==> src/rtl/taillight_seq_dwe_pkg.sv <==
// Shared constants for the tail-light sequencer: one-hot state bit positions,
// the state width, the default step divider and the state encoding.
package taillight_seq_dwe_pkg;

  localparam int STATE_W      = 7;
  localparam int TICK_DIV_DEF = 25000000;

  localparam int IDX_S0 = 0;
  localparam int IDX_S1 = 1;
  localparam int IDX_S2 = 2;
  localparam int IDX_S3 = 3;
  localparam int IDX_S4 = 4;
  localparam int IDX_S5 = 5;
  localparam int IDX_S6 = 6;

  typedef enum logic [STATE_W-1:0] {
    ST_S0 = 7'b1 << IDX_S0,
    ST_S1 = 7'b1 << IDX_S1,
    ST_S2 = 7'b1 << IDX_S2,
    ST_S3 = 7'b1 << IDX_S3,
    ST_S4 = 7'b1 << IDX_S4,
    ST_S5 = 7'b1 << IDX_S5,
    ST_S6 = 7'b1 << IDX_S6
  } state_e;

endpackage

==> src/rtl/taillight_tick_dwe.sv <==
// Step strobe generator: free-running 0..TICK_DIV-1 counter, TICK high on the
// last count so every step lasts exactly TICK_DIV cycles.
module taillight_tick_dwe
  import taillight_seq_dwe_pkg::*;
#(
  parameter int TICK_DIV = TICK_DIV_DEF
) (
  input  logic CLK,
  input  logic RESET_N,
  output logic TICK
);

  localparam int              CNT_W = (TICK_DIV > 2) ? $clog2(TICK_DIV) : 1;
  localparam logic [CNT_W-1:0] LAST = CNT_W'(TICK_DIV - 1);

  logic [CNT_W-1:0] cnt_q;
  logic [CNT_W-1:0] cnt_d;

  assign TICK  = (cnt_q == LAST);
  assign cnt_d = TICK ? '0 : cnt_q + CNT_W'(1);

  // NOTE: state registers use non-blocking assignments so every flop samples
  // pre-edge values regardless of block ordering.
  always_ff @(posedge CLK) begin
    if (!RESET_N) cnt_q <= '0;
    else          cnt_q <= cnt_d;
  end

endmodule

==> src/rtl/taillight_seq_dwe.sv <==
// Tail-light sequencer: synchronizes the turn switches and steps a one-hot
// left/right/hazard FSM once per TICK.
module taillight_seq_dwe
  import taillight_seq_dwe_pkg::*;
#(
  parameter int TICK_DIV = TICK_DIV_DEF
) (
  input  logic CLK,
  input  logic RESET_N,
  input  logic LEFT,
  input  logic RIGHT,
  output logic S0,
  output logic S1,
  output logic S2,
  output logic S3,
  output logic S4,
  output logic S5,
  output logic S6,
  output logic TICK
);

  logic   ls_meta_q, ls_q;
  logic   rs_meta_q, rs_q;
  state_e state_q, state_d;
  logic   hazard;

  taillight_tick_dwe #(.TICK_DIV(TICK_DIV)) u_tick (
    .CLK     (CLK),
    .RESET_N (RESET_N),
    .TICK    (TICK)
  );

  always_ff @(posedge CLK) begin
    if (!RESET_N) begin
      ls_meta_q <= 1'b0;
      ls_q      <= 1'b0;
      rs_meta_q <= 1'b0;
      rs_q      <= 1'b0;
      state_q   <= ST_S0;
    end else begin
      ls_meta_q <= LEFT;
      ls_q      <= ls_meta_q;
      rs_meta_q <= RIGHT;
      rs_q      <= rs_meta_q;
      state_q   <= state_d;
    end
  end

  assign hazard = ls_q && rs_q;

  // NOTE: state_d gets its hold value first so no path through the case
  // leaves it unassigned, which would infer a latch.
  always_comb begin
    state_d = state_q;
    case (state_q)
      ST_S0: if (TICK) begin
        if (hazard)    state_d = ST_S3;
        else if (ls_q) state_d = ST_S1;
        else if (rs_q) state_d = ST_S4;
      end
      ST_S1: if (TICK) state_d = ST_S2;
      ST_S2: if (TICK) state_d = ST_S3;
      ST_S3: if (TICK) state_d = hazard ? ST_S6 : ST_S0;
      ST_S4: if (TICK) state_d = ST_S5;
      ST_S5: if (TICK) state_d = ST_S6;
      ST_S6: if (TICK) state_d = hazard ? ST_S3 : ST_S0;
      // Any corrupted (non-one-hot) value recovers immediately, tick or not.
      default: state_d = ST_S0;
    endcase
  end

  assign S0 = state_q[IDX_S0];
  assign S1 = state_q[IDX_S1];
  assign S2 = state_q[IDX_S2];
  assign S3 = state_q[IDX_S3];
  assign S4 = state_q[IDX_S4];
  assign S5 = state_q[IDX_S5];
  assign S6 = state_q[IDX_S6];

endmodule
==> config.mk <==
export PLATFORM = sky130hd
export DESIGN_NAME = taillight_seq_dwe
export DESIGN_NICKNAME = d
export VERILOG_FILES = /design/src/rtl/taillight_seq_dwe_pkg.sv /design/src/rtl/taillight_tick_dwe.sv /design/src/rtl/taillight_seq_dwe.sv
export SDC_FILE = /design/constraint.sdc
export NUM_CORES = 1
export LEC_CHECK = 0
export ABC_AREA = 1
export CORE_UTILIZATION = 45
export DETAILED_ROUTE_END_ITERATION = 7
export PLACE_DENSITY = 0.71
export SKIP_CTS_REPAIR_TIMING = 1
export SKIP_LAST_GASP = 1
export SYNTH_ARGS = -nofsm -noshare
export SYNTH_HDL_FRONTEND = slang
export SYNTH_SLANG_ARGS = --single-unit
==> constraint.sdc <==
create_clock -name CLK -period 1.9 [get_ports CLK]
set_input_delay 0.285 -clock CLK [delete_from_list [all_inputs] [get_ports CLK]]
set_output_delay 0.285 -clock CLK [all_outputs]
set_load 0.005 [all_outputs]
# == Word level (Yosys, flattened, before mapping) ==
# Cells that the tools add are included.
# totals
ff_bits,36
# op_classes
add_sub_neg,1
n_eq_ne,16
muxes,13
bitwise,1
n_reduce_logical,3
# op_table
op,count
7-bit two-way mux,11
7-bit one-hot mux with 7 select lines,1
25-bit by 1-bit adder with 25-bit output (second input constant),1
25-bit equality test (second input constant),1
2-bit by 1-bit inequality test with 1-bit output (second input constant),7
8-bit AND reduction,1
7-bit by 1-bit equality test with 1-bit output (second input constant),1
7-bit by 2-bit equality test with 1-bit output (second input constant),1
7-bit by 3-bit equality test with 1-bit output (second input constant),1
7-bit by 4-bit equality test with 1-bit output (second input constant),1
7-bit by 5-bit equality test with 1-bit output (second input constant),1
7-bit by 6-bit equality test with 1-bit output (second input constant),1
7-bit equality test (second input constant),1
4-bit two-way mux,1
4-bit inequality test (second input constant),1
2-bit OR reduction,1
1-bit logical AND,1
1-bit inverter,1

# == Logic depth before layout (Yosys ltp) ==
# depth
depth_word,5
mapped_depth,13
mapped_depth_nobuf,12

# == By module ==
# From an unflattened synthesis, not the netlist that was laid out.
# unflattened
cells_unflattened,314
area_unflattened_um2,2082.0
# modules_own_cells
mod,n_inst,cells_per_inst,area_each_um2,seq_area_each_um2
taillight_tick_dwe,1,205,1370.1,500.5
taillight_seq_dwe,1,109,711.9,220.2

# == Worst setup path before layout ==
# Ideal clock, no wire load.
# synth_path
path_type,register -> register
startpoint,reg u_tick.cnt_q[0]
endpoint,reg state_q[5]
setup_ps,114
arrival_time_ps,1405
t_required_ps,1786
setup_slack_ps,381
path_stages_with_launch,12
n_path_buf,1
cell_sequence,dfxtp_1 > ha_1 > nand2_1 > inv_1 > nand2_2 > nor3_2 > nand2_2 > nand2_2 > nand2_2 > buf_6 > nor2_1 > nor2_2
# synth_via
elab_chain_cells,3
elab_cells_between_ends,9
# synth_lines
element,line,text
from (decl),taillight_tick_dwe.sv:16,logic [CNT_W-1:0] cnt_q;
from (signal assigned),taillight_tick_dwe.sv:26,else cnt_q <= cnt_d;
25-bit equality test *,taillight_tick_dwe.sv:19,assign TICK = (cnt_q == LAST);
2-bit by 1-bit inequality test with 1-bit output (no line),--,
8-bit AND reduction (no line) *,--,
to (signal assigned),taillight_seq_dwe.sv:45,state_q <= state_d;
to (decl),taillight_seq_dwe.sv:24,"state_e state_q, state_d;"
# Mark *: on every way between the ends. The rest lies on a longest branch, timed or not.
# A chain may end at the register's enable or synchronous reset.

# == Worst setup path in the final report ==
# layout_path
startpoint,reg u_tick.cnt_q[0]
endpoint,reg u_tick.cnt_q[20]
# layout_via
elab_chain_cells,2
elab_cells_between_ends,3
# layout_lines
element
"parallel branches: the longest is 2 deep, another holds 25-bit by 1-bit adder with 25-bit output"
# Several ways; the timed one is not identified.

==> impl_summary.txt <==
----------------------------------------------------
[Synthesis]
  Summed instance area of the synthesized netlist ... 0.00187 mm²
  Post-synthesis cell count ... 271
  Share of the yosys chip area belonging to registers ... 0.385
  Top post-synthesis cells by count ... 61 x sky130_fd_sc_hd__nand2_1, 43 x sky130_fd_sc_hd__nor2_1, 36 x sky130_fd_sc_hd__dfxtp_1
  Yosys reg bits ... 36
  Syn_nets ... 276
  EDFF count, synth ... 0
  Fraction of post-synthesis cell area in the top cell type by area ... 0.385
  Average size of a mapped cell ... 6.90 µm²
  Main synth FF type ... sky130_fd_sc_hd__dfxtp_1
  Synth unique cells ... 32
  Number of warnings issued by yosys ... 0
  Most frequent cell after synthesis ... sky130_fd_sc_hd__nand2_1
  Largest area contributor in the netlist ... sky130_fd_sc_hd__dfxtp_1
  Top cells by area in the synthesized netlist ... sky130_fd_sc_hd__dfxtp_1 39%, sky130_fd_sc_hd__nand2_1 12%, sky130_fd_sc_hd__nor2_1 8.6%
  Fraction of registers with async set/reset ... 0

[Setup path]
  Crit path cell chain ... ha_2, nand2_1, inv_2, nand2_2, buf_4, nor2_4, nand4_2, nor2_1, a21oi_1, nor3_2
  Start point of the critical path ... u_tick.cnt_q[0]$_SDFF_PP0_
  Req. time, crit path ... 2.12 ns
  Nature of the critical path startpoint ... flip-flop
  Slowest Stage Delay on Critical Path ... 0.34 ns
  Largest fanout on the critical path ... 6
  Setup slack of the most critical reg-to-reg path ... approximately 0.20 ns
  Element type at the critical path end ... flip-flop
  RR Startpoint ... u_tick.cnt_q[0]$_SDFF_PP0_
  Crit path capture ... u_tick.cnt_q[20]$_SDFF_PP0_
  RR Endpoint ... u_tick.cnt_q[20]$_SDFF_PP0_
  Slowest stage cell on the critical path ... sky130_fd_sc_hd__dfxtp_2
  Family with the most delay on the worst path ... simple AND/OR/NAND/NOR gates
  Data arrival, critical path ... 1.92 ns
  Worst-case reg-to-reg path depth ... 10
  Buf/Inv on CP ... 2
  Setup Crit Path Kind ... reg2reg
  Instance count on the critical path ... 10

[Detailed routing]
  DRT Pass-1 Iters ... 4
  Total detailed-routing wirelength ... 3830 µm
  Routed wire per std cell ... 11.2 µm
  DRC marker count from the first detailed-route iteration ... 84
  Via count ... 1681
  Number of DRC violations after detailed routing ... 0
  Average via count per standard cell ... 4.90
  Routed Antenna Nets ... 0

[Placed design]
  Placer congestion estimate ... just under 0.8
  Post-detail-place hpwl ... roughly 2800 µm
  Port Buf Inserts ... 11
  Setup WS pre-CTS ... 0.117 ns

[Clocking]
  CTS H-Tree Depth ... 2
  TritonCTS clock tree ... built
  Clk Latency, worst-skew pair ... 0.29 ns
  Clock sinks ... 36
  Buffer depth of the longest clock path ... 2
  Clock tree root buffer cell ... sky130_fd_sc_hd__clkbuf_8
  Number of clock buffers inserted by TritonCTS ... 5
  Clock input transition at the sequential cells of the worst setup and hold paths ... 0.07 ns

[Timing]
  Final cycle utilization of the critical path ... 0.897
  Number of failing hold endpoints at the final stage ... 0
  Maximum clock frequency ... 587 MHz
  Minimum setup slack in the final design ... around 0.2 ns
  Count of final setup violators ... 0
  Slew headroom ... 0.749
  Pin slew with the least headroom to its limit ... 0.374 ns
  Shortest period the worst path allows ... 1.70 ns
  Final worst clock skew ... ~0.0074 ns
  Setup repair after global routing missed its margin ... no
  Max Transition Viols Final ... 0

[Floorplan]
  Site row count ... 23
  Number of ports placed on the die boundary ... 12
  Floorplan Core Area ... between 0.004 and 0.005 mm²
  Area of the die ... 0.00442 mm²
  Die Span X ... 66.5 µm
  Height of the die ... 66.5 µm
  Initial core utilization ... 0.468

[Global route]
  Global-route wire length before repair ... approximately 6200 µm
  Initial antenna violation count ... 0
  Via count of the first global-routing pass ... 1488
  Largest net degree at the start of global routing ... 24
  Remaining global-route overflow ... 0
  Global-route usage over all layers ... 0.189

[Power and ir drop]
  Cell area power density ... 951 mW/mm²
  Leak Pwr ... roughly 0.93 nW
  Peak VDD IR ... 0.000428 V
  Total power ... 2.09 mW

[Hold path]
  Hold Path Stages ... 2
  Hold Crit Class ... reg2reg

[Cells and area]
  Area growth from synthesis to layout ... 17.6%
  Total area of multi-input combinational cells ... 0.00100 mm²
  Number of fill cells ... 385
  Layout net count ... 297
  Footprint of the flip-flops and latches ... slightly above 700 µm²
  Number of diodes ... 0
  Share of layout cells above drive strength 1 ... 0.191

[Job]
  Max-cap violation count ... 0

[Outcome]
  Outcome ... completed

----------------------------------------------------
## worst reg2reg max path: stages, from the launching register on
cell and delay (ns):
sky130_fd_sc_hd__dfxtp_2 0.34, sky130_fd_sc_hd__ha_2 0.17, sky130_fd_sc_hd__nand2_1 0.06, sky130_fd_sc_hd__inv_2 0.06, sky130_fd_sc_hd__nand2_2 0.06, sky130_fd_sc_hd__buf_4 0.15
sky130_fd_sc_hd__nor2_4 0.15, sky130_fd_sc_hd__nand4_2 0.20, sky130_fd_sc_hd__nor2_1 0.25, sky130_fd_sc_hd__a21oi_1 0.11, sky130_fd_sc_hd__nor3_2 0.10
## flip-flops by register name (all words and copies together), names as in the netlist
| name | flops |
|---|---|
| u_tick.cnt_q | 25 |
| rs_meta_q | 1 |
| ls_meta_q | 1 |
| state_q | 7 |
| ls_q | 1 |
| rs_q | 1 |
## cell type report
class | count | area share
Inverter | 37 | 0.0631
Timing Repair Buffer | 18 | 0.0808
Tap cell | 50 | 0.0284
Multi-Input combinational cell | 194 | 0.456
Clock buffer | 8 | 0.0410
Sequential cell | 36 | 0.330
## metal layers
metal  vias up  global-route usage  wire [µm]  share of wire
met5         -                   0          0              0
met4         0              0.0718         58          0.015
met3         8              0.0411        113          0.030
met2        25               0.341       1940           0.51
met1       754               0.217       1720           0.45
li1        894                   -          -              -
## cell families after synthesis
group / after synthesis / synth area share
and+or+nand+nor: 166 / 0.424
buffers and inverters: 41 / 0.0883
DFF: 36 / 0.385
AOI/OAI and AO/OA: 20 / 0.0629
xor gates and xnor gates: 7 / 0.0328
adders and majority gates: 1 / 0.00669
## metrics by stage
step	hold slack, ns	std cells	util	setup TNS (ns)	cell area, µm²
5_1_grt	0.422	343	0.550	0	2200
3_3_place_gp	0.397	334	0.519	0	2070
2_1_floorplan	0.383	271	-	0	1870
3_5_place_dp	0.408	334	0.519	0	2070
4_1_cts	0.419	342	0.541	-0.201	2160
6_report	0.415	343	0.550	0	2200
## layout by cell type, fill, tap and decap left out, types with 3 or more instances in the layout
master                             n
sky130_fd_sc_hd__nand2_2          10
sky130_fd_sc_hd__clkdlybuf4s50_1  10
sky130_fd_sc_hd__dfxtp_1          31
sky130_fd_sc_hd__dfxtp_2           5
sky130_fd_sc_hd__nor2_2            7
sky130_fd_sc_hd__xor2_1            3
sky130_fd_sc_hd__inv_2             9
sky130_fd_sc_hd__a21oi_1          11
sky130_fd_sc_hd__nor3_1           13
sky130_fd_sc_hd__nand3_1          14
sky130_fd_sc_hd__inv_1            28
sky130_fd_sc_hd__clkbuf_8          6
sky130_fd_sc_hd__nor3b_1           4
sky130_fd_sc_hd__xnor2_1           4
sky130_fd_sc_hd__nand2_1          60
sky130_fd_sc_hd__a31oi_1           4
sky130_fd_sc_hd__nand4_1           3
sky130_fd_sc_hd__nor2_1           43
sky130_fd_sc_hd__buf_4             6
## worst min path at each step
stage,start,to
finish,rs_meta_q$_SDFF_PN0_,rs_q$_SDFF_PN0_
global route,u_tick.cnt_q[0]$_SDFF_PP0_,u_tick.cnt_q[0]$_SDFF_PP0_
detailed placement,ls_meta_q$_SDFF_PN0_,ls_q$_SDFF_PN0_
floorplan,LEFT,ls_meta_q$_SDFF_PN0_
CTS,ls_meta_q$_SDFF_PN0_,ls_q$_SDFF_PN0_
global placement,rs_meta_q$_SDFF_PN0_,rs_q$_SDFF_PN0_
## report_power, final
group / internal [mW] / switching [mW]
clock network: 0.296 / 0.266
logic: 0.267 / 0.406
registers: 0.807 / 0.0507
total: 1.37 / 0.723
No activity file was read; power rests on OpenSTA's default activity.
